## src/rtl/fetch_thr_pc_gen_if.sv

```systemverilog
// rtl/fetch_thr_pc_gen_if.sv - F-stage thread select / PC generator signal bundle
interface fetch_thr_pc_gen_if;
  logic [3:0]  thr_en;
  logic        stall_f;
  logic        redirect_vld;
  logic [3:0]  redirect_thr;
  logic [47:0] redirect_pc;
  logic        inst_vld_f;
  logic [3:0]  thr_f;
  logic [47:0] pc_f;
  logic [47:0] t0pc_f;
  logic [47:0] t1pc_f;
  logic [47:0] t2pc_f;
  logic [47:0] t3pc_f;

  // Driver side: the control logic feeding enables, stalls and redirects.
  modport master (
    output thr_en, stall_f, redirect_vld, redirect_thr, redirect_pc,
    input  inst_vld_f, thr_f, pc_f, t0pc_f, t1pc_f, t2pc_f, t3pc_f
  );

  // Scheduler side.
  modport slave (
    input  thr_en, stall_f, redirect_vld, redirect_thr, redirect_pc,
    output inst_vld_f, thr_f, pc_f, t0pc_f, t1pc_f, t2pc_f, t3pc_f
  );
endinterface

```

## src/rtl/fetch_thr_pc_gen.sv

```systemverilog
// rtl/fetch_thr_pc_gen.sv - 4-thread round-robin fetch scheduler and per-thread PC generator
module fetch_thr_pc_gen #(
  parameter logic [47:0] RESET_PC = 48'hFFFF_F000_0020
) (
  input logic              clk,
  input logic              reset,
  fetch_thr_pc_gen_if.slave fif
);

  logic [47:0] tpc     [4];
  logic [47:0] tpc_nxt [4];
  logic [1:0]  rr_last;
  logic [3:0]  thr_q;
  logic [47:0] pc_q;
  logic        vld_q;

  logic        acc;
  logic        sel_ok;
  logic        grant_vld;
  logic [1:0]  grant;
  logic [1:0]  held_idx;
  logic        held_redirect;

  assign acc    = vld_q & ~fif.stall_f;
  assign sel_ok = ~vld_q | ~fif.stall_f;

  // Per-thread next PC: redirect beats sequential advance, which beats hold.
  always_comb begin
    for (int n = 0; n < 4; n++) begin
      tpc_nxt[n] = tpc[n];
      if (fif.redirect_vld && fif.redirect_thr[n]) begin
        tpc_nxt[n] = {fif.redirect_pc[47:2], 2'b00};
      end else if (acc && thr_q[n]) begin
        tpc_nxt[n] = tpc[n] + 48'd4;
      end
    end
  end

  // Round-robin search starting just after the last granted thread.
  always_comb begin
    logic [1:0] idx;
    grant_vld = 1'b0;
    grant     = rr_last;
    idx       = rr_last;
    for (int i = 1; i <= 4; i++) begin
      idx = rr_last + 2'(i);
      if (!grant_vld && fif.thr_en[idx]) begin
        grant_vld = 1'b1;
        grant     = idx;
      end
    end
  end

  // Index of the thread currently held in F, used to track redirects while stalled.
  always_comb begin
    held_idx = 2'd0;
    for (int n = 0; n < 4; n++) begin
      if (thr_q[n]) held_idx = 2'(n);
    end
    held_redirect = fif.redirect_vld && |(fif.redirect_thr & thr_q);
  end

  // Thread PC registers and F-stage registers.
  always_ff @(posedge clk) begin
    if (reset) begin
      for (int n = 0; n < 4; n++) tpc[n] <= RESET_PC;
      pc_q    <= RESET_PC;
      thr_q   <= 4'b0000;
      vld_q   <= 1'b0;
      rr_last <= 2'd3;
    end else begin
      for (int n = 0; n < 4; n++) tpc[n] <= tpc_nxt[n];
      if (sel_ok) begin
        if (grant_vld) begin
          thr_q   <= 4'b0001 << grant;
          vld_q   <= 1'b1;
          rr_last <= grant;
          pc_q    <= tpc_nxt[grant];
        end else begin
          thr_q <= 4'b0000;
          vld_q <= 1'b0;
        end
      end else if (held_redirect) begin
        pc_q <= tpc_nxt[held_idx];
      end
    end
  end

  assign fif.inst_vld_f = vld_q;
  assign fif.thr_f      = thr_q;
  assign fif.pc_f       = pc_q;
  assign fif.t0pc_f     = tpc[0];
  assign fif.t1pc_f     = tpc[1];
  assign fif.t2pc_f     = tpc[2];
  assign fif.t3pc_f     = tpc[3];

endmodule

```

## src/flat_wrapper.sv

```systemverilog
// flat-port wrapper written by rule: the top's interface ports become plain ports
module fetch_thr_pc_gen_flat 
#(
  parameter logic [47:0] RESET_PC = 48'hFFFF_F000_0020
)
  (clk, reset, fif_thr_en, fif_stall_f, fif_redirect_vld, fif_redirect_thr, fif_redirect_pc, fif_inst_vld_f, fif_thr_f, fif_pc_f, fif_t0pc_f, fif_t1pc_f, fif_t2pc_f, fif_t3pc_f);
  fetch_thr_pc_gen_if fif_i ();
  input logic clk;
  input logic reset;
  input wire logic [$bits(fif_i.thr_en)-1:0] fif_thr_en;
  input wire logic [$bits(fif_i.stall_f)-1:0] fif_stall_f;
  input wire logic [$bits(fif_i.redirect_vld)-1:0] fif_redirect_vld;
  input wire logic [$bits(fif_i.redirect_thr)-1:0] fif_redirect_thr;
  input wire logic [$bits(fif_i.redirect_pc)-1:0] fif_redirect_pc;
  output wire logic [$bits(fif_i.inst_vld_f)-1:0] fif_inst_vld_f;
  output wire logic [$bits(fif_i.thr_f)-1:0] fif_thr_f;
  output wire logic [$bits(fif_i.pc_f)-1:0] fif_pc_f;
  output wire logic [$bits(fif_i.t0pc_f)-1:0] fif_t0pc_f;
  output wire logic [$bits(fif_i.t1pc_f)-1:0] fif_t1pc_f;
  output wire logic [$bits(fif_i.t2pc_f)-1:0] fif_t2pc_f;
  output wire logic [$bits(fif_i.t3pc_f)-1:0] fif_t3pc_f;
  assign fif_i.thr_en = fif_thr_en;
  assign fif_i.stall_f = fif_stall_f;
  assign fif_i.redirect_vld = fif_redirect_vld;
  assign fif_i.redirect_thr = fif_redirect_thr;
  assign fif_i.redirect_pc = fif_redirect_pc;
  assign fif_inst_vld_f = fif_i.inst_vld_f;
  assign fif_thr_f = fif_i.thr_f;
  assign fif_pc_f = fif_i.pc_f;
  assign fif_t0pc_f = fif_i.t0pc_f;
  assign fif_t1pc_f = fif_i.t1pc_f;
  assign fif_t2pc_f = fif_i.t2pc_f;
  assign fif_t3pc_f = fif_i.t3pc_f;
  fetch_thr_pc_gen #(.RESET_PC(RESET_PC)) u_core (.clk(clk), .reset(reset), .fif(fif_i));
endmodule
```

## config.mk

```make
export PLATFORM = sky130hd
export DESIGN_NAME = fetch_thr_pc_gen_flat
export DESIGN_NICKNAME = d
export VERILOG_FILES = /design/src/rtl/fetch_thr_pc_gen_if.sv /design/src/rtl/fetch_thr_pc_gen.sv /design/src/flat_wrapper.sv
export SDC_FILE = /design/constraint.sdc
export NUM_CORES = 1
export LEC_CHECK = 0
export BUFFER_PORTS_ARGS = -buffer_cell sky130_fd_sc_hd__buf_4
export CAP_MARGIN = 20
export CORE_ASPECT_RATIO = 0.7
export CORE_MARGIN = 5
export CORE_UTILIZATION = 43
export DETAILED_ROUTE_END_ITERATION = 10
export GPL_TIMING_DRIVEN = 1
export PLACE_DENSITY = 0.61
export SETUP_SLACK_MARGIN = 0.5
export SLEW_MARGIN = 40
export SYNTH_ARGS = -nofsm -noshare
export SYNTH_HDL_FRONTEND = slang
export SYNTH_SLANG_ARGS = --single-unit
```

## constraint.sdc

```tcl
create_clock -name clk -period 5.65 [get_ports clk]
set_clock_uncertainty 0.05 [all_clocks]
set_input_delay 0.8475 -clock clk [delete_from_list [all_inputs] [get_ports clk]]
set_output_delay 0.8475 -clock clk [all_outputs]
set_load 0.1 [all_outputs]
```

==> metrics <==
Arrival @ worst endpoint=~4400 ps; Max-slew headroom=roughly 42%; Mapped Area=16200 um2; clock-pin slew on the worst setup and hold paths=around 70 ps; top_reg_cell synth=dfxtp_1; CTS tree=built; post-route ant nets=0; min Tclk post-route=~4000 ps; Worst setup EP type=register; Clock Tree Buf Depth=3; MaxCap Viol Count=0; Max Clk Rate=251 MHz; hold_buf cts=0; die height=about 170 um; Mapped Cells=2136; RSZ-0062 raised after global routing=false; number of synthesized flops with an enable pin=0; commonest non-fill, non-tap cell in the layout=buf_4; crit start category=register; Resize count post-CTS=0; Max H-tree Level=1; syn nets=around 2.2k; Seq/Total Area, Yosys=a little under a third; CP required=a little over 6000 ps; CTS root buf=clkbuf_16; Clock Latency Late Sink=~600 ps; Final Hold Violating Endpoints=0; Port Buffers=302; vias per inst=6.72; Die ar.=between 40000 and 50000 um2; pins over their slew limit=0; Tcrit/Tclk final=between 70 and 80%; DRC Markers=0; vias in the first global route=between 15k and 20k; std cell rows=approximately 60; YS warnings=0; DR iter-0 viols=between 2k and 3k; GRT Util Overall=37.7%; Final #Nets=2425; syn avg cell area=approximately 7.6 um2; Hold Path Class=register to register; Final Setup Violations=0; LEAKAGE=between 7 and 8 nW; Pre-antenna DRT Iters=6; Initial Util=43.6%; worst hold margin=a little over 400 ps; io pins=roughly 310; ANT cells=0; area delta synth->final=21.8%; wire per inst=~29 um; Pwr Total=approximately 0.0061 W; Async S/R FF share, synth=0%; Via Count=about 19k; clock sink total=between 200 and 250; share of layout cells above drive strength 1=roughly 19%; commonest cells after routing, fill and taps aside=buf_4, nor2_1, dfxtp_1; WS Path Type=register to register; Post CTS Setup Buffer Count=0; grt ovf=0; routability cong.=slightly below 1; #FFs+latches synth=around 250; status=completed; PwrDens=307 nW/um2; CP Max Fanout=15; drt total wl=83.6 mm; first-pass GRT wire length=~120 mm; setup TNS=0 ps; area of the core=~37000 um2; hpwl dp=roughly 63 mm; Worst-Margin Slew=around 860 ps; Die Wd=approximately 240 um; Distinct cells, synth=81; pin count of the biggest net entering global routing=70; CTS buffer count=29; initial antenna violation count=1; Worst VDD drop=247 uV
==> state kept, by name (all words and copies together), names as in the netlist <==
register / cells
u_core.fif.inst_vld_f: 1
u_core.fif.pc_f: 48
u_core.fif.thr_f: 4
u_core.rr_last: 2
u_core.tpc: 192
==> synth_stat cells, types with 34 or more instances <==
cell | n | area share (%)
nand2_1 | 226 | 5.2
nand3_1 | 79 | 2.4
xnor2_1 | 73 | 3.9
nor4_1 | 55 | 2.1
xor2_1 | 71 | 3.8
nand4_1 | 77 | 3.0
mux2i_1 | 94 | 5.8
and2_1 | 44 | 1.7
clkbuf_1 | 122 | 2.8
o21ai_0 | 110 | 3.4
a21oi_1 | 115 | 3.5
nor2_1 | 255 | 5.9
dfxtp_1 | 247 | 30
o22ai_1 | 34 | 1.3
nor3_1 | 55 | 1.7
==> worst paths after layout <==
path                            slack [ps]                  end  depth (start not counted)                   from
worst max-delay path                  1670  u_core.fif.pc_f[34]                          8  u_core.fif.inst_vld_f
worst min-delay path                   410   u_core.fif.pc_f[4]                          2     u_core.fif.pc_f[4]
worst max register to register        1670  u_core.fif.pc_f[34]                          8  u_core.fif.inst_vld_f
worst min register to register         410   u_core.fif.pc_f[4]                          2     u_core.fif.pc_f[4]
==> logic make-up after synthesis <==
group | Yosys count | share of synthesized area [%]
flip-flops | 247 | 30.5
adder cells (fa/ha/maj) | 4 | 0.309
multiplexers | 98 | 6.08
buffers and inverters | 178 | 4.69
AND/OR/NAND/NOR | 957 | 29.6
AO/OA/AOI/OAI | 508 | 21.0
XOR/XNOR | 144 | 7.78
==> critical path, stage by stage, from the launching register on <==
cell and delay, ps:
dfxtp_1 830, and4b_1 610, nand4_1 650, nor4b_1 570
xnor2_1 140, mux2i_1 330, o32ai_1 150, a2111oi_0 440
a211oi_1 90
==> final cells by class <==
cell class                 instances  area (um2)
multi-input combinational       1711       10600
inverter                          21        78.8
clock buffer                      41         801
clock inverter                     8        86.3
tap                              488         611
sequential                       247        4950
fill                            3735       17500
timing repair buffer             351        2640
==> metrics by stage <==
stage                     setup WS, ps  util [%]  cell area, um2  cells
after floorplan                   1900         -           16200   2136
after global placement            1760      50.6           18800   2817
after detailed placement          1640      50.7           18800   2817
after CTS                         1820      53.0           19700   2866
after global routing              1540      53.1           19800   2867
final                             1670      53.1           19800   2867
==> power breakdown <==
group	switching, W	internal (W)
logic	0.00163	0.000503
clock network	0.000842	0.00103
registers	0.000190	0.00186
total	0.00267	0.00340
==> metal layers <==
| layer | track usage, % | vias to the layer above | part of all wire, % |
|---|---|---|---|
| li1 | - | 8372 | - |
| met5 | 0 | - | 0 |
| met2 | 58.5 | 1326 | 43 |
| met4 | 20.8 | 0 | 6.6 |
| met1 | 49.1 | 9313 | 40 |
| met3 | 8.54 | 269 | 11 |
(Power assumes the default switching activity.)
